$ cat config.mk
export PLATFORM = sky130hd
export DESIGN_NAME = tlu_trigger_logic_flat
export DESIGN_NICKNAME = d
export VERILOG_FILES = /design/src/rtl/tlu_trigger_logic_if.sv /design/src/rtl/tlu_trigger_logic.sv /design/src/flat_wrapper.sv
export SDC_FILE = /design/constraint.sdc
export NUM_CORES = 1
export LEC_CHECK = 0
export BUFFER_PORTS_ARGS = -buffer_cell sky130_fd_sc_hd__clkbuf_2
export CORE_AREA = 5 5 297 212
export CTS_CLUSTER_SIZE = 12
export DETAILED_ROUTE_END_ITERATION = 16
export DIE_AREA = 0 0 302 217
export GPL_TIMING_DRIVEN = 0
export PLACE_DENSITY = 0.85
export SYNTH_ARGS = -nofsm -noshare
export SYNTH_HDL_FRONTEND = slang
export SYNTH_SLANG_ARGS = --single-unit
$ cat constraint.sdc
create_clock -name clk40 -period 8.53 [get_ports clk40]
set_clock_uncertainty 0.15 [all_clocks]
set_input_delay 0.4265 -clock clk40 [delete_from_list [all_inputs] [get_ports clk40]]
set_output_delay 0.4265 -clock clk40 [all_outputs]
set_load 0.05 [all_outputs]
$ cat src/rtl/tlu_trigger_logic_if.sv
// Bundle of beam-input, configuration, DUT-ready and record-FIFO signals for tlu_trigger_logic.
interface tlu_trigger_logic_if #(
    parameter int unsigned N_IN  = 4,
    parameter int unsigned N_OUT = 6,
    parameter int unsigned LEW   = 8,
    parameter int unsigned TSW   = 64
);
    logic                  start;
    logic [N_IN-1:0]       valid;
    logic [N_IN*LEW-1:0]   le_rel;
    logic                  test_pulse;
    logic [N_IN-1:0]       conf_en_input;
    logic                  conf_mode;
    logic [LEW-1:0]        conf_max_le_dist;
    logic [7:0]            conf_holdoff;
    logic [N_OUT-1:0]      conf_en_output;
    logic [N_OUT-1:0]      ready;
    logic                  trig;
    logic [LEW-1:0]        trig_le;
    logic [31:0]           trig_id;
    logic [TSW-1:0]        time_stamp;
    logic [15:0]           skip_cnt;
    logic [7:0]            lost_cnt;
    logic                  fifo_read;
    logic                  fifo_empty;
    logic [31:0]           fifo_data;

    modport master (
        output start, valid, le_rel, test_pulse, conf_en_input, conf_mode,
               conf_max_le_dist, conf_holdoff, conf_en_output, ready, fifo_read,
        input  trig, trig_le, trig_id, time_stamp, skip_cnt, lost_cnt,
               fifo_empty, fifo_data
    );

    modport slave (
        input  start, valid, le_rel, test_pulse, conf_en_input, conf_mode,
               conf_max_le_dist, conf_holdoff, conf_en_output, ready, fifo_read,
        output trig, trig_le, trig_id, time_stamp, skip_cnt, lost_cnt,
               fifo_empty, fifo_data
    );
endinterface

$ cat src/rtl/tlu_trigger_logic.sv
// TLU trigger decision core: coincidence, edge detect, hold-off/READY gating,
// trigger ID/timestamp/counters and a 2-word-per-trigger record FIFO.
module tlu_trigger_logic #(
    parameter int unsigned N_IN       = 4,
    parameter int unsigned N_OUT      = 6,
    parameter int unsigned LEW        = 8,
    parameter int unsigned TSW        = 64,
    parameter int unsigned FIFO_DEPTH = 16
) (
    input  logic               clk40,
    input  logic               rst,
    tlu_trigger_logic_if.slave bus
);

    localparam int unsigned AW = $clog2(FIFO_DEPTH);
    localparam int unsigned CW = AW + 1;

    localparam logic [0:0] S_ARMED   = 1'b0;
    localparam logic [0:0] S_HOLDOFF = 1'b1;

    localparam logic [1:0] W_IDLE = 2'd0;
    localparam logic [1:0] W_ID   = 2'd1;
    localparam logic [1:0] W_TS   = 2'd2;

    // ---------------------------------------------------------------
    // Coincidence over the enabled, valid channels
    logic [N_IN-1:0] m_c;
    logic [LEW-1:0]  max_le_c;
    logic [LEW-1:0]  min_le_c;
    logic            coin_c;

    always_comb begin
        m_c      = bus.valid & bus.conf_en_input;
        max_le_c = '0;
        min_le_c = '1;
        coin_c   = 1'b0;
        for (int k = 0; k < int'(N_IN); k++) begin
            if (m_c[k]) begin
                if (bus.le_rel[k*LEW +: LEW] > max_le_c) max_le_c = bus.le_rel[k*LEW +: LEW];
                if (bus.le_rel[k*LEW +: LEW] < min_le_c) min_le_c = bus.le_rel[k*LEW +: LEW];
            end
        end
        if (bus.conf_mode) begin
            coin_c = |m_c;
        end else begin
            coin_c = (m_c == bus.conf_en_input) && (|bus.conf_en_input) &&
                     ((max_le_c - min_le_c) < bus.conf_max_le_dist);
        end
        coin_c = coin_c | bus.test_pulse;
    end

    // Registered coincidence, its delayed copy and the LE that travels with it
    logic           coin_ff;
    logic           coin_ff_d;
    logic [LEW-1:0] le_ff;
    logic           edge_c;

    always_ff @(posedge clk40) begin
        if (rst) begin
            coin_ff   <= 1'b0;
            coin_ff_d <= 1'b0;
            le_ff     <= '0;
        end else begin
            coin_ff   <= coin_c;
            coin_ff_d <= coin_ff;
            le_ff     <= max_le_c;
        end
    end

    assign edge_c = coin_ff & ~coin_ff_d;

    // ---------------------------------------------------------------
    // Arm/hold-off state machine
    logic [0:0] state_q, state_d;
    logic [7:0] hold_q, hold_d;
    logic       accept_c;
    logic       skip_c;
    logic       dut_ready_c;

    assign dut_ready_c = &(bus.ready | ~bus.conf_en_output);

    always_ff @(posedge clk40) begin
        if (rst) begin
            state_q <= S_ARMED;
            hold_q  <= 8'd0;
        end else begin
            state_q <= state_d;
            hold_q  <= hold_d;
        end
    end

    always_comb begin
        state_d  = state_q;
        hold_d   = hold_q;
        accept_c = 1'b0;
        skip_c   = 1'b0;
        case (state_q)
            S_ARMED: begin
                if (edge_c) begin
                    if (dut_ready_c) begin
                        accept_c = 1'b1;
                        hold_d   = bus.conf_holdoff;
                        if (bus.conf_holdoff != 8'd0) state_d = S_HOLDOFF;
                    end else begin
                        skip_c = 1'b1;
                    end
                end
            end
            S_HOLDOFF: begin
                skip_c = edge_c;
                hold_d = hold_q - 8'd1;
                if (hold_q <= 8'd1) begin
                    state_d = S_ARMED;
                    hold_d  = 8'd0;
                end
            end
            default: begin
                state_d = S_ARMED;
                hold_d  = 8'd0;
            end
        endcase
    end

    // ---------------------------------------------------------------
    // Record FIFO bookkeeping (needed by the lost-record decision below)
    logic [CW-1:0] count_q;
    logic [AW-1:0] wr_ptr_q;
    logic [AW-1:0] rd_ptr_q;
    logic [31:0]   mem [FIFO_DEPTH];
    logic          pop_c;
    logic          push_c;
    logic [31:0]   push_data_c;
    logic [CW-1:0] pending_c;
    logic [CW-1:0] free_c;
    logic          rec_ok_c;
    logic          lost_c;
    logic [1:0]    wr_state_q, wr_state_d;

    logic           trig_q;
    logic [LEW-1:0] trig_le_q;
    logic [31:0]    trig_id_q;
    logic [TSW-1:0] ts_q;
    logic [15:0]    skip_q;
    logic [7:0]     lost_q;

    assign pop_c = bus.fifo_read && (count_q != '0);

    // Words already promised to the FIFO but not yet pushed
    always_comb begin
        pending_c = '0;
        case (wr_state_q)
            W_ID:    pending_c = CW'(2);
            W_TS:    pending_c = CW'(1);
            default: pending_c = '0;
        endcase
    end

    assign free_c   = CW'(FIFO_DEPTH) - count_q - pending_c + CW'(pop_c);
    assign rec_ok_c = trig_q && (free_c >= CW'(2));
    assign lost_c   = trig_q && !rec_ok_c;

    // ---------------------------------------------------------------
    // Trigger outputs, timestamp and counters
    always_ff @(posedge clk40) begin
        if (rst) begin
            trig_q    <= 1'b0;
            trig_le_q <= '0;
            trig_id_q <= 32'd0;
            ts_q      <= '0;
            skip_q    <= 16'd0;
            lost_q    <= 8'd0;
        end else begin
            trig_q <= accept_c;
            if (accept_c) trig_le_q <= le_ff;
            if (bus.start) begin
                ts_q      <= '0;
                trig_id_q <= 32'd0;
                skip_q    <= 16'd0;
                lost_q    <= 8'd0;
            end else begin
                if (ts_q != '1)                        ts_q      <= ts_q + TSW'(1);
                if (trig_q && (trig_id_q != 32'hFFFF_FFFF)) trig_id_q <= trig_id_q + 32'd1;
                if (skip_c && (skip_q != 16'hFFFF))    skip_q    <= skip_q + 16'd1;
                if (lost_c && (lost_q != 8'hFF))       lost_q    <= lost_q + 8'd1;
            end
        end
    end

    // ---------------------------------------------------------------
    // Record writer: ID word then timestamp word, back-to-back records allowed
    logic [30:0] rec_id_q;
    logic [30:0] rec_ts_q;

    always_ff @(posedge clk40) begin
        if (rst) begin
            wr_state_q <= W_IDLE;
            rec_id_q   <= 31'd0;
            rec_ts_q   <= 31'd0;
        end else begin
            wr_state_q <= wr_state_d;
            if (rec_ok_c) begin
                rec_id_q <= trig_id_q[30:0];
                rec_ts_q <= ts_q[30:0];
            end
        end
    end

    always_comb begin
        wr_state_d  = wr_state_q;
        push_c      = 1'b0;
        push_data_c = 32'd0;
        case (wr_state_q)
            W_IDLE: begin
                if (rec_ok_c) wr_state_d = W_ID;
            end
            W_ID: begin
                push_c      = 1'b1;
                push_data_c = {1'b1, rec_id_q};
                wr_state_d  = W_TS;
            end
            W_TS: begin
                push_c      = 1'b1;
                push_data_c = {1'b0, rec_ts_q};
                wr_state_d  = rec_ok_c ? W_ID : W_IDLE;
            end
            default: wr_state_d = W_IDLE;
        endcase
    end

    // ---------------------------------------------------------------
    // First-word-fall-through storage
    always_ff @(posedge clk40) begin
        if (push_c) mem[wr_ptr_q] <= push_data_c;
    end

    always_ff @(posedge clk40) begin
        if (rst) begin
            wr_ptr_q <= '0;
            rd_ptr_q <= '0;
            count_q  <= '0;
        end else begin
            if (push_c) wr_ptr_q <= wr_ptr_q + AW'(1);
            if (pop_c)  rd_ptr_q <= rd_ptr_q + AW'(1);
            count_q <= count_q + CW'(push_c) - CW'(pop_c);
        end
    end

    assign bus.trig       = trig_q;
    assign bus.trig_le    = trig_le_q;
    assign bus.trig_id    = trig_id_q;
    assign bus.time_stamp = ts_q;
    assign bus.skip_cnt   = skip_q;
    assign bus.lost_cnt   = lost_q;
    assign bus.fifo_empty = (count_q == '0);
    assign bus.fifo_data  = (count_q == '0) ? 32'd0 : mem[rd_ptr_q];

endmodule
$ cat src/flat_wrapper.sv
// flat-port wrapper written by rule: the top's interface ports become plain ports
module tlu_trigger_logic_flat 
#(
    parameter int unsigned N_IN       = 4,
    parameter int unsigned N_OUT      = 6,
    parameter int unsigned LEW        = 8,
    parameter int unsigned TSW        = 64,
    parameter int unsigned FIFO_DEPTH = 16
)
  (clk40, rst, bus_start, bus_valid, bus_le_rel, bus_test_pulse, bus_conf_en_input, bus_conf_mode, bus_conf_max_le_dist, bus_conf_holdoff, bus_conf_en_output, bus_ready, bus_fifo_read, bus_trig, bus_trig_le, bus_trig_id, bus_time_stamp, bus_skip_cnt, bus_lost_cnt, bus_fifo_empty, bus_fifo_data);
  tlu_trigger_logic_if #(.N_IN(N_IN), .N_OUT(N_OUT), .LEW(LEW), .TSW(TSW)) bus_i ();
  input  logic clk40;
  input  logic rst;
  input wire logic [$bits(bus_i.start)-1:0] bus_start;
  input wire logic [$bits(bus_i.valid)-1:0] bus_valid;
  input wire logic [$bits(bus_i.le_rel)-1:0] bus_le_rel;
  input wire logic [$bits(bus_i.test_pulse)-1:0] bus_test_pulse;
  input wire logic [$bits(bus_i.conf_en_input)-1:0] bus_conf_en_input;
  input wire logic [$bits(bus_i.conf_mode)-1:0] bus_conf_mode;
  input wire logic [$bits(bus_i.conf_max_le_dist)-1:0] bus_conf_max_le_dist;
  input wire logic [$bits(bus_i.conf_holdoff)-1:0] bus_conf_holdoff;
  input wire logic [$bits(bus_i.conf_en_output)-1:0] bus_conf_en_output;
  input wire logic [$bits(bus_i.ready)-1:0] bus_ready;
  input wire logic [$bits(bus_i.fifo_read)-1:0] bus_fifo_read;
  output wire logic [$bits(bus_i.trig)-1:0] bus_trig;
  output wire logic [$bits(bus_i.trig_le)-1:0] bus_trig_le;
  output wire logic [$bits(bus_i.trig_id)-1:0] bus_trig_id;
  output wire logic [$bits(bus_i.time_stamp)-1:0] bus_time_stamp;
  output wire logic [$bits(bus_i.skip_cnt)-1:0] bus_skip_cnt;
  output wire logic [$bits(bus_i.lost_cnt)-1:0] bus_lost_cnt;
  output wire logic [$bits(bus_i.fifo_empty)-1:0] bus_fifo_empty;
  output wire logic [$bits(bus_i.fifo_data)-1:0] bus_fifo_data;
  assign bus_i.start = bus_start;
  assign bus_i.valid = bus_valid;
  assign bus_i.le_rel = bus_le_rel;
  assign bus_i.test_pulse = bus_test_pulse;
  assign bus_i.conf_en_input = bus_conf_en_input;
  assign bus_i.conf_mode = bus_conf_mode;
  assign bus_i.conf_max_le_dist = bus_conf_max_le_dist;
  assign bus_i.conf_holdoff = bus_conf_holdoff;
  assign bus_i.conf_en_output = bus_conf_en_output;
  assign bus_i.ready = bus_ready;
  assign bus_i.fifo_read = bus_fifo_read;
  assign bus_trig = bus_i.trig;
  assign bus_trig_le = bus_i.trig_le;
  assign bus_trig_id = bus_i.trig_id;
  assign bus_time_stamp = bus_i.time_stamp;
  assign bus_skip_cnt = bus_i.skip_cnt;
  assign bus_lost_cnt = bus_i.lost_cnt;
  assign bus_fifo_empty = bus_i.fifo_empty;
  assign bus_fifo_data = bus_i.fifo_data;
  tlu_trigger_logic #(.N_IN(N_IN), .N_OUT(N_OUT), .LEW(LEW), .TSW(TSW), .FIFO_DEPTH(FIFO_DEPTH)) u_core (.clk40(clk40), .rst(rst), .bus(bus_i));
endmodule
Yosys cells after proc, flatten, opt, wreduce, memory -nomap -nowiden
Memory sizes are Yosys's and may differ from the RTL's. A register that Yosys moved wholly into a read port is not among the register bits.
Index checks and enable logic that the tools add are counted.
- add/subtract/negate cells: 13
- multiply operators: 0
- div/mod/pow operators: 0
- order comparisons: 11
- equality and inequality tests: 10
- shifts and indexed selects: 0
- mux-type cells: 43
- bitwise logic cells: 7
- reduce and logical (&&, ||, !) cells: 19
- operators by type and width (operator ; count):
    two-way mux 8 bit ; 19
    adder 64 x 1 -> 64 bit, second input constant ; 1
    inequality test 64 bit, second input constant ; 1
    case mux 32 bit (2 select lines) ; 1
    adder 32 x 1 -> 32 bit, second input constant ; 1
    less-than comparator 8 bit ; 4
    two-way mux 32 bit ; 1
    inequality test 32 bit, second input constant ; 1
    > comparator 8 bit ; 3
    adder 16 x 1 -> 16 bit, second input constant ; 1
    inequality test 16 bit, second input constant ; 1
    case mux 8 bit (2 select lines) ; 1
    two-way mux 1 bit ; 14
    adder 5 x 1 -> 5 bit ; 2
    adder 4 x 1 -> 4 bit, second input constant ; 2
    adder 8 x 1 -> 8 bit, second input constant ; 1
    > comparator 8 x 1 -> 1 bit, second input constant ; 1
    <= comparator 8 x 1 -> 1 bit, second input constant ; 1
    logical AND 1 bit ; 8
    less-than comparator 8 bit, second input constant ; 1
    two-way mux 4 bit ; 2
    inequality test 8 bit, second input constant ; 1
    nonzero test 8 bit ; 1
    OR reduction 4 bit ; 2
    27 further kinds ; 32
- bits in registers: 225
- bits in latches: 0
- RAM bits: 512
- ROM bits: 0
- input bits: 74
- output and inout bits: 162
- logic and storage cells: 121
- memories kept: 1
- memories (name ; depth ; bits a word ; read ports ; clocked after Yosys merged registers in ; wr ports ; line ; text):
    u_core.mem ; 16 ; 32 ; 1 ; 1 ; 1 ; tlu_trigger_logic.sv:129 ; logic [31:0] mem [FIFO_DEPTH];

Depth between registers and ports, before layout
Gate-level depths: netlist (run 1).
- depth in word-level cells: 17
- depth in mapped cells: 43
- depth with buffers taken out: 40

Worst setup path before layout (run 1)
OpenSTA, ideal clock, no wires.
- kind: input-to-reg
- from: in bus_valid[0]
- to: reg u_core.coin_ff
- setup time: 70 ps
- data arrival time: 8310 ps
- data required time: 8310 ps
- slack: -1 ps
- stages on the path: 42
- buffers on the path: 4
- cell sequence: and2_1 -> clkbuf_1 -> clkbuf_1 -> nand2_1 -> ha_1 -> nand4_1 -> or2_1 -> and3_1 -> a21oi_2 -> clkbuf_1 -> a31oi_1 -> ha_1 -> nand3_1 -> or3_1 -> a21oi_1 -> o211ai_1 -> o311ai_0 -> a31oi_1 -> [6 not listed] -> o21bai_1 -> a211oi_1 -> clkbuf_1 -> o21ai_0 -> ha_1 -> nor2b_1 -> o21ai_0 -> a21boi_0 -> o21a_1 -> o21ai_0 -> nand2b_1 -> a21oi_1 -> xnor2_1 -> xnor2_1 -> ha_1 -> a222oi_1 -> nand4_1 -> a21oi_1
- word-level cells in the longest chain between the ends: 16
- elaborated cells between the ends (all ways): 29
- those cells by class: add/sub: 1; order compare: 7; eq/ne: 1; mux: 15; bitwise: 2; reduce/logical: 3
- ends and longest elaborated chain (what ; line ; text):
    from (decl) ; flat_wrapper.sv:15 ; input wire logic [$bits(bus_i.valid)-1:0] bus_valid;
    bitwise AND 4 bit * ; tlu_trigger_logic.sv:33 ; m_c = bus.valid & bus.conf_en_input;
    two-way mux 8 bit * ; tlu_trigger_logic.sv:38 ; if (m_c[k]) begin
    > comparator 8 bit ; tlu_trigger_logic.sv:39 ; if (bus.le_rel[k*LEW +: LEW] > max_le_c) max_le_c = bus.le_rel[k*LEW +: LEW];
    two-way mux 8 bit ; tlu_trigger_logic.sv:39 ;
    two-way mux 8 bit * ; tlu_trigger_logic.sv:38 ;
    > comparator 8 bit ; tlu_trigger_logic.sv:39 ;
    two-way mux 8 bit ; tlu_trigger_logic.sv:39 ;
    two-way mux 8 bit * ; tlu_trigger_logic.sv:38 ;
    > comparator 8 bit ; tlu_trigger_logic.sv:39 ;
    two-way mux 8 bit ; tlu_trigger_logic.sv:39 ;
    two-way mux 8 bit * ; tlu_trigger_logic.sv:38 ;
    named net u_core.max_le_c[1] ; tlu_trigger_logic.sv:28 ; logic [LEW-1:0] max_le_c;
    subtractor 8 bit * ; tlu_trigger_logic.sv:47 ; ((max_le_c - min_le_c) < bus.conf_max_le_dist);
    less-than comparator 8 bit * ; tlu_trigger_logic.sv:47 ;
    logical AND 1 bit * ; tlu_trigger_logic.sv:46 ; coin_c = (m_c == bus.conf_en_input) && (|bus.conf_en_input) &&
    two-way mux 1 bit * ; tlu_trigger_logic.sv:43 ; if (bus.conf_mode) begin
    bitwise OR 1 bit * ; tlu_trigger_logic.sv:49 ; coin_c = coin_c | bus.test_pulse;
    to (signal assigned) ; tlu_trigger_logic.sv:64 ; coin_ff <= coin_c;
    to (decl) ; tlu_trigger_logic.sv:53 ; logic coin_ff;
Mark *: on every way through the listed nets, which the timed path passes. The rest lies on a longest branch.
A chain may end at the register's enable or synchronous reset.

Worst setup path in the final report (run 1)
- from: in bus_valid[0]
- to: reg u_core.coin_ff
- word-level cells in the longest chain between the ends: 16
- elaborated cells between the ends (all ways): 29
- those cells by class: add/sub: 1; order compare: 7; eq/ne: 1; mux: 15; bitwise: 2; reduce/logical: 3
- ends and longest elaborated chain (what ; line):
    bitwise AND 4 bit * ; tlu_trigger_logic.sv:33
    two-way mux 8 bit ; tlu_trigger_logic.sv:38
    > comparator 8 bit or less-than comparator 8 bit (tied branches) ; tlu_trigger_logic.sv:39, tlu_trigger_logic.sv:40
    two-way mux 8 bit, on equally long branches ; tlu_trigger_logic.sv:39, tlu_trigger_logic.sv:40
    two-way mux 8 bit ; tlu_trigger_logic.sv:38
    > comparator 8 bit or less-than comparator 8 bit (tied branches) ; tlu_trigger_logic.sv:39, tlu_trigger_logic.sv:40
    two-way mux 8 bit, on equally long branches ; tlu_trigger_logic.sv:39, tlu_trigger_logic.sv:40
    two-way mux 8 bit ; tlu_trigger_logic.sv:38
    > comparator 8 bit or less-than comparator 8 bit (tied branches) ; tlu_trigger_logic.sv:39, tlu_trigger_logic.sv:40
    two-way mux 8 bit, on equally long branches ; tlu_trigger_logic.sv:39, tlu_trigger_logic.sv:40
    two-way mux 8 bit ; tlu_trigger_logic.sv:38
    subtractor 8 bit ; tlu_trigger_logic.sv:47
    less-than comparator 8 bit ; tlu_trigger_logic.sv:47
    logical AND 1 bit ; tlu_trigger_logic.sv:46
    two-way mux 1 bit * ; tlu_trigger_logic.sv:43
    bitwise OR 1 bit * ; tlu_trigger_logic.sv:49
Mark *: on every way between the ends. The rest lies on a longest branch, timed or not.

==> flow_summary_export.csv, run 1 <==
group,metric,value,unit
sta,max_slew.worst_pin.slew,1.32,ns
floorplanning,floorplan.initialDensity,0.537,
logic_synthesis,yosysSeqAreaShare,0.625,
power,clockPowerShare,0.344,
setup_path,worst-setup-path-type,"in -> reg",
detailed_routing,first_pass_iters,8,
setup_path,cp-start-kind,"input port",
setup_path,critPathCaptureType,"register",
sta,hold_viol,0,
logic_synthesis,synth.area.mux_share,0.125,
clock_network,clockBufferDepth,3,
floorplanning,pin_count,236,
logic_synthesis,synth_area_leaders,"edfxtp_1 (48%), dfxtp_1 (14%), mux4_2 (11%)",
logic_synthesis,synth_top_family_by_area,"multiplexers",
sta,finalSetupTns,0,ns
logic_synthesis,synth-edff-count,512,
power,p_leak,11.6,nW
sta,setup_viol,0,
logic_synthesis,synth-simple-area-share,0.109,
power,seq_power_share,0.437,
detailed_routing,wirelength,93.1,mm
final_layout,syn_to_final_growth,15.9,%
clock_network,htreeDepth,3,
clock_network,clk_latency,0.63,ns
power,pwr-share-comb,0.219,
setup_path,required,8.91,ns
logic_synthesis,synth_area,31900,um^2
place,routabilityCongestion,0.993,
clock_network,path_clk_slew,0.06,ns
setup_path,slowest_delay,0.42,ns
place,place_hpwl,62.3,mm
power,p_int,6.19,mW
logic_synthesis,syn_nets,2477,
floorplanning,row_count,75,
floorplanning,die_w,302,um
sta,layout_setup_ws,0.331,ns
floorplanning,dieArea,65500,um^2
worst_hold_path,min-delay-path-class,"in -> reg",
final_layout,fin_util,0.622,
power,max-vdd-ir-drop,0.000218,V
logic_synthesis,ys.flop_type,"edfxtp_1",
place,portBuffers,234,
detailed_routing,ant_nets,0,
logic_synthesis,ys_ff_latch,741,
logic_synthesis,yosysWarnings,0,
global_route,grt_pass1_wl,137,mm
global_route,grt_pass1_vias,21700,
detailed_routing,wl_per_cell,26.5,um
clock_network,clock_sinks,741,
clock_network,root_buffer,"clkbuf_16",
sta,clock.fmax,0.122,GHz
sta,period_share,0.961,
global_route,grt_max_degree,26,
place,dp_worst_setup_slack,-1.73,ns
logic_synthesis,synth.avg_cell_area,13.8,um^2
logic_synthesis,synth_cells,2317,
final_layout,final_nets,2830,
final_layout,drive_above_1_share,0.221,
final_layout,n_antenna_cell,0,
power,power_density,238,nW/um^2
global_route,antenna_found_initial,0,
detailed_routing,drtIter0Drc,2856,
sta,period_minus_slack,8.20,ns
setup_path,worst-endpoint-arrival,8.58,ns
logic_synthesis,synth_cell_types,68,
sta,timing.final.max_slew_violations,0,
floorplanning,die_h,217,um
logic_synthesis,synthAdderAreaFrac,0.0346,
final_layout,final_area,37000,um^2
setup_path,slowest_stage,"a2111oi_0",
detailed_routing,drt_drc_violations_left,0,
logic_synthesis,async_flop_share,0,
outcome,status,"finished, final reports clean",
detailed_routing,vias,21800,
logic_synthesis,synth.most_common_cell,"edfxtp_1",
power,switchingPower,2.63,mW
logic_synthesis,synth_top_area_share,0.482,
clock_network,numCtsBuffers,74,
run,drv_cap,0,
setup_path,cp_max_fo,10,
logic_synthesis,synth.largest_area_cell,"edfxtp_1",
floorplanning,coreArea,59500,um^2
setup_path,cp_common_cell,"ha_1",
sta,relSlewSlack,0.120,
power,swShare,0.298,
global_route,grt_remaining_overflow,0,
detailed_routing,avgViaCountPerCell,6.19,
logic_synthesis,synth_xor_area_frac,0.0310,
logic_synthesis,synth_compound_area_frac,0.0522,
clock_network,cts_tree,"built",
global_route,grt.total_usage,0.281,
place,place_area,34500,um^2
power,finalPower,8.82,mW
logic_synthesis,synth.top_cells.by_count,"edfxtp_1 (512), dfxtp_1 (229), nand2_1 (221)",
-- layout by cell type (no fill, tap or decap), drive strengths merged, types with 3 or more instances in the layout --
| cell type | Yosys | final |
|---|---|---|
| xnor2 | 37 | 37 |
| fa | 4 | 4 |
| and3 | 19 | 19 |
| mux2 | 14 | 14 |
| dfxtp | 229 | 229 |
| nor3b | 4 | 4 |
| nand3 | 44 | 44 |
| o22ai | 5 | 5 |
| and4 | 14 | 14 |
| mux2i | 23 | 23 |
| or2 | 5 | 5 |
| nand4 | 39 | 39 |
| a21o | 9 | 9 |
| mux4 | 160 | 160 |
| a31oi | 7 | 7 |
| nor3 | 31 | 31 |
| o21ai | 62 | 62 |
| inv | 88 | 90 |
| nor2b | 78 | 78 |
| or3 | 35 | 35 |
| clkbuf | 86 | 421 |
| a21boi | 3 | 3 |
| a22oi | 34 | 34 |
| a211oi | 7 | 7 |
| nor4 | 4 | 4 |
| o211ai | 4 | 4 |
| dlygate4sd3 | 0 | 5 |
| edfxtp | 512 | 512 |
| nand2b | 8 | 8 |
| and2 | 26 | 26 |
| xor2 | 76 | 76 |
| a21oi | 124 | 125 |
| nand2 | 221 | 221 |
| ha | 82 | 82 |
| clkinv | 0 | 9 |
| buf | 16 | 57 |
| o21a | 6 | 6 |
| nor2 | 175 | 175 |
| or4 | 4 | 4 |
-- logic make-up after synthesis --
group,count (synthesis)
DFF,741
buffers and inverters,190
adders and majority gates,86
and+or+nand+nor,711
xor gates and xnor gates,113
AOI/OAI and AO/OA,279
muxes,197
-- final timing paths --
path,from,end,slack [ns],cells past startpoint
setup / recovery,bus_valid[0],u_core.coin_ff,0.33,39
hold / removal,bus_conf_en_input[1],u_core.coin_ff,0.09,4
setup reg to reg,u_core.count_q[2],u_core.rec_id_q[14],3.97,14
hold reg to reg,u_core.rec_ts_q[29],u_core.rec_ts_q[29],0.31,2
-- cell type report --
class,count,area [um^2]
fill,4259,22500
sequential,741,20000
multi-input combinational,1387,11400
clock buffer,105,2070
timing repair buffer,277,1720
tap,808,1010
buffer,101,417
inverter,88,330
clock inverter,12,101
-- layer usage --
layer	track usage	vias up	part of all wire
met4	0.0986	0	0.040
met1	0.371	10800	0.38
met3	0.0868	258	0.11
li1	-	9316	-
met5	0	-	0
met2	0.448	1416	0.47
-- timing repair --
item | CTS | global route
hold endpoints to repair | 3 | 0
hold buffers | 5 | 0
endpoints found under the setup margin | 1 | 1
buffers inserted | 8 | 12
gates cloned | 0 | 1
gates resized for setup | 13 | 32
pin swaps | 4 | 8
-- power by group through the flow --
stage	sequential [mW]	clock (mW)	combinational (mW)
global placement	3.93	0	1.83
global route	3.86	3.23	2.05
CTS	3.85	3.05	1.92
detailed placement	3.93	0	1.88
finish	3.85	3.03	1.93
floorplan	3.93	0	1.36
-- flip-flops by register name (all words and copies together) (netlist names), 5 cells and up, named ones only --
name                   cells
u_core.bus.trig_le         8
u_core.count_q             5
u_core.rec_ts_q           31
u_core.bus.time_stamp     64
u_core.bus.trig_id        32
u_core.rec_id_q           31
u_core.mem               512
u_core.hold_q              8
u_core.bus.skip_cnt       16
u_core.bus.lost_cnt        8
u_core.le_ff               8
-- critical path, delay by kind of cell --
family,cells,cell delay (ns)
simple gates,10,1.40
xor+xnor,2,0.34
compound gates,15,3.26
buf+inv,5,0.92
mux,2,0.70
fa+ha+maj,5,1.47
-- metrics by stage --
stage | instances | hold slack (ns)
global placement | 3359 | 0.296
floorplan | 2317 | 0.280
detailed placement | 3376 | 0.297
global route | 3519 | 0.0884
CTS | 3505 | 0.0392
finish | 3519 | 0.0876
(Power assumes the default switching activity.)
==> run 2, diff against run 1 <==
--- a/config.mk
+++ b/config.mk
@@ -11,6 +11,7 @@
 export DETAILED_ROUTE_END_ITERATION = 16
 export DIE_AREA = 0 0 302 217
 export GPL_TIMING_DRIVEN = 0
+export MAX_ROUTING_LAYER = met4
 export PLACE_DENSITY = 0.85
 export SYNTH_ARGS = -nofsm -noshare
 export SYNTH_HDL_FRONTEND = slang
==> run 2 against run 1 <==
  * Sequential cell count did not move
  * Highest routed layer unchanged
  * Maximum frequency is 1.2% higher
  * Critical path type unchanged
  * Sequential power about the same
  * Non-clock buffer count fell by 5
  * Critical endpoint unchanged
  * Worst setup slack improved by 0.095 ns
  * Global-route usage rose by 0.40 points
  * Die area unchanged
  * Largest power group unchanged
==> flow_summary_export.csv, run 2 (synthesized netlist as in run 1, its figures left out) <==
group,metric,value,unit
outcome,status,"finished, final reports clean",
global_route,grt_remaining_overflow,0,
clock_network,htreeDepth,3,
sta,clock.fmax,0.123,GHz
setup_path,required,8.92,ns
clock_network,numCtsBuffers,74,
global_route,grt_pass1_vias,21500,
floorplanning,die_w,302,um
setup_path,worst-endpoint-arrival,8.50,ns
power,switchingPower,2.60,mW
power,power_density,238,nW/um^2
clock_network,root_buffer,"clkbuf_16",
place,routabilityCongestion,0.987,
final_layout,largest_reg_flops,512,
clock_network,path_clk_slew,0.05,ns
final_layout,syn_to_final_growth,15.9,%
floorplanning,dieArea,65500,um^2
setup_path,cp-start-kind,"input port",
final_layout,fin_util,0.622,
floorplanning,coreArea,59500,um^2
sta,hold_viol,0,
global_route,grt_max_degree,26,
power,p_int,6.21,mW
setup_path,slowest_delay,0.43,ns
power,clockPowerShare,0.345,
floorplanning,die_h,217,um
clock_network,clk_latency,0.63,ns
detailed_routing,avgViaCountPerCell,6.19,
sta,period_minus_slack,8.10,ns
detailed_routing,drt_drc_violations_left,0,
detailed_routing,ant_nets,0,
setup_path,worst-setup-path-type,"in -> reg",
floorplanning,row_count,75,
power,max-vdd-ir-drop,0.000202,V
final_layout,mostFrequentLayoutCells,"edfxtp_1 (512), clkbuf_2 (235), dfxtp_1 (229)",
global_route,grt_pass1_wl,135,mm
sta,relSlewSlack,0.132,
power,p_leak,11.6,nW
sta,layout_setup_ws,0.425,ns
power,seq_power_share,0.437,
power,finalPower,8.82,mW
clock_network,cts_tree,"built",
floorplanning,floorplan.initialDensity,0.537,
clock_network,clockBufferDepth,3,
final_layout,drive_above_1_share,0.219,
place,place_hpwl,62.9,mm
final_layout,final_area,37000,um^2
setup_path,slowest_stage,"a2111oi_0",
global_route,antenna_found_initial,1,
sta,timing.final.max_slew_violations,0,
sta,period_share,0.950,
worst_hold_path,min-delay-path-class,"in -> reg",
detailed_routing,drtIter0Drc,3031,
detailed_routing,wl_per_cell,26.0,um
final_layout,layout_commonest_cell,"edfxtp_1",
detailed_routing,wirelength,91.5,mm
setup_path,cp_max_fo,10,
final_layout,final_nets,2825,
sta,setup_viol,0,
detailed_routing,first_pass_iters,6,
floorplanning,pin_count,236,
setup_path,critPathCaptureType,"register",
power,pwr-share-comb,0.218,
place,dp_worst_setup_slack,-1.70,ns
detailed_routing,vias,21800,
final_layout,largest_register,"u_core.mem",
global_route,grt.total_usage,0.285,
place,place_area,34500,um^2
clock_network,clock_sinks,741,
place,portBuffers,234,
run,drv_cap,0,
setup_path,cp_common_cell,"ha_1",
sta,hold_ws,0.0418,ns
power,swShare,0.295,
sta,max_slew.worst_pin.slew,1.30,ns
==> run 2: layout make-up <==
class / count / area, um^2
Fill cell: 4214 / 22500
Antenna cell: 2 / 5.00
Tap cell: 808 / 1010
Inverter: 88 / 330
Sequential cell: 741 / 20000
Clock buffer: 107 / 2020
Clock inverter: 12 / 148
Multi-Input combinational cell: 1387 / 11400
Buffer: 101 / 418
Timing Repair Buffer: 272 / 1700
==> run 2: critical path, delay by kind of cell <==
kind,cells,cell delay (ns)
AOI/OAI and AO/OA,15,3.32
xor gates and xnor gates,2,0.30
adders and majority gates,5,1.36
buffers and inverters,5,0.83
muxes,2,0.77
and+or+nand+nor,11,1.47
==> run 2: timing repair <==
action / CTS / global route
hold buffers: 5 / 0
cloned: 0 / 1
endpoints found under the setup margin: 1 / 1
pin swaps: 2 / 7
hold endpoints to repair: 3 / 0
buffers inserted: 5 / 11
gates resized for setup: 14 / 36
==> run 2: per-stage QoR <==
stage / cells / TNS, ns
global placement: 3359 / -1.67
finish: 3518 / 0
detailed placement: 3376 / -1.70
global route: 3516 / -0.0327
CTS: 3504 / 0
floorplan: 2317 / 0
==> run 2: final timing paths <==
| check | startpoint | end | slack, ns | depth (start not counted) |
|---|---|---|---|---|
| hold / removal | bus_conf_en_input[3] | u_core.coin_ff | 0.04 | 4 |
| setup reg to reg | u_core.wr_state_q[1] | u_core.rec_ts_q[18] | 4.00 | 12 |
| hold reg to reg | u_core.coin_ff | u_core.coin_ff_d | 0.30 | 1 |
| setup / recovery | bus_conf_en_input[0] | u_core.coin_ff | 0.43 | 40 |
==> run 2: per-layer routing <==
| metal | track usage | vias to the layer above | wire, um |
|---|---|---|---|
| met2 | 0.438 | 1407 | 42800 |
| met5 | - | - | 0 |
| met3 | 0.0716 | 217 | 9890 |
| li1 | - | 9317 | - |
| met1 | 0.382 | 10800 | 35800 |
| met4 | 0.0867 | 0 | 3070 |
==> run 2: power groups by stage <==
| stage | sequential (mW) | combinational [mW] | clock, mW |
|---|---|---|---|
| floorplan | 3.93 | 1.36 | 0 |
| global placement | 3.93 | 1.84 | 0 |
| detailed placement | 3.93 | 1.88 | 0 |
| CTS | 3.85 | 1.91 | 3.06 |
| global route | 3.86 | 2.06 | 3.23 |
| finish | 3.85 | 1.92 | 3.04 |
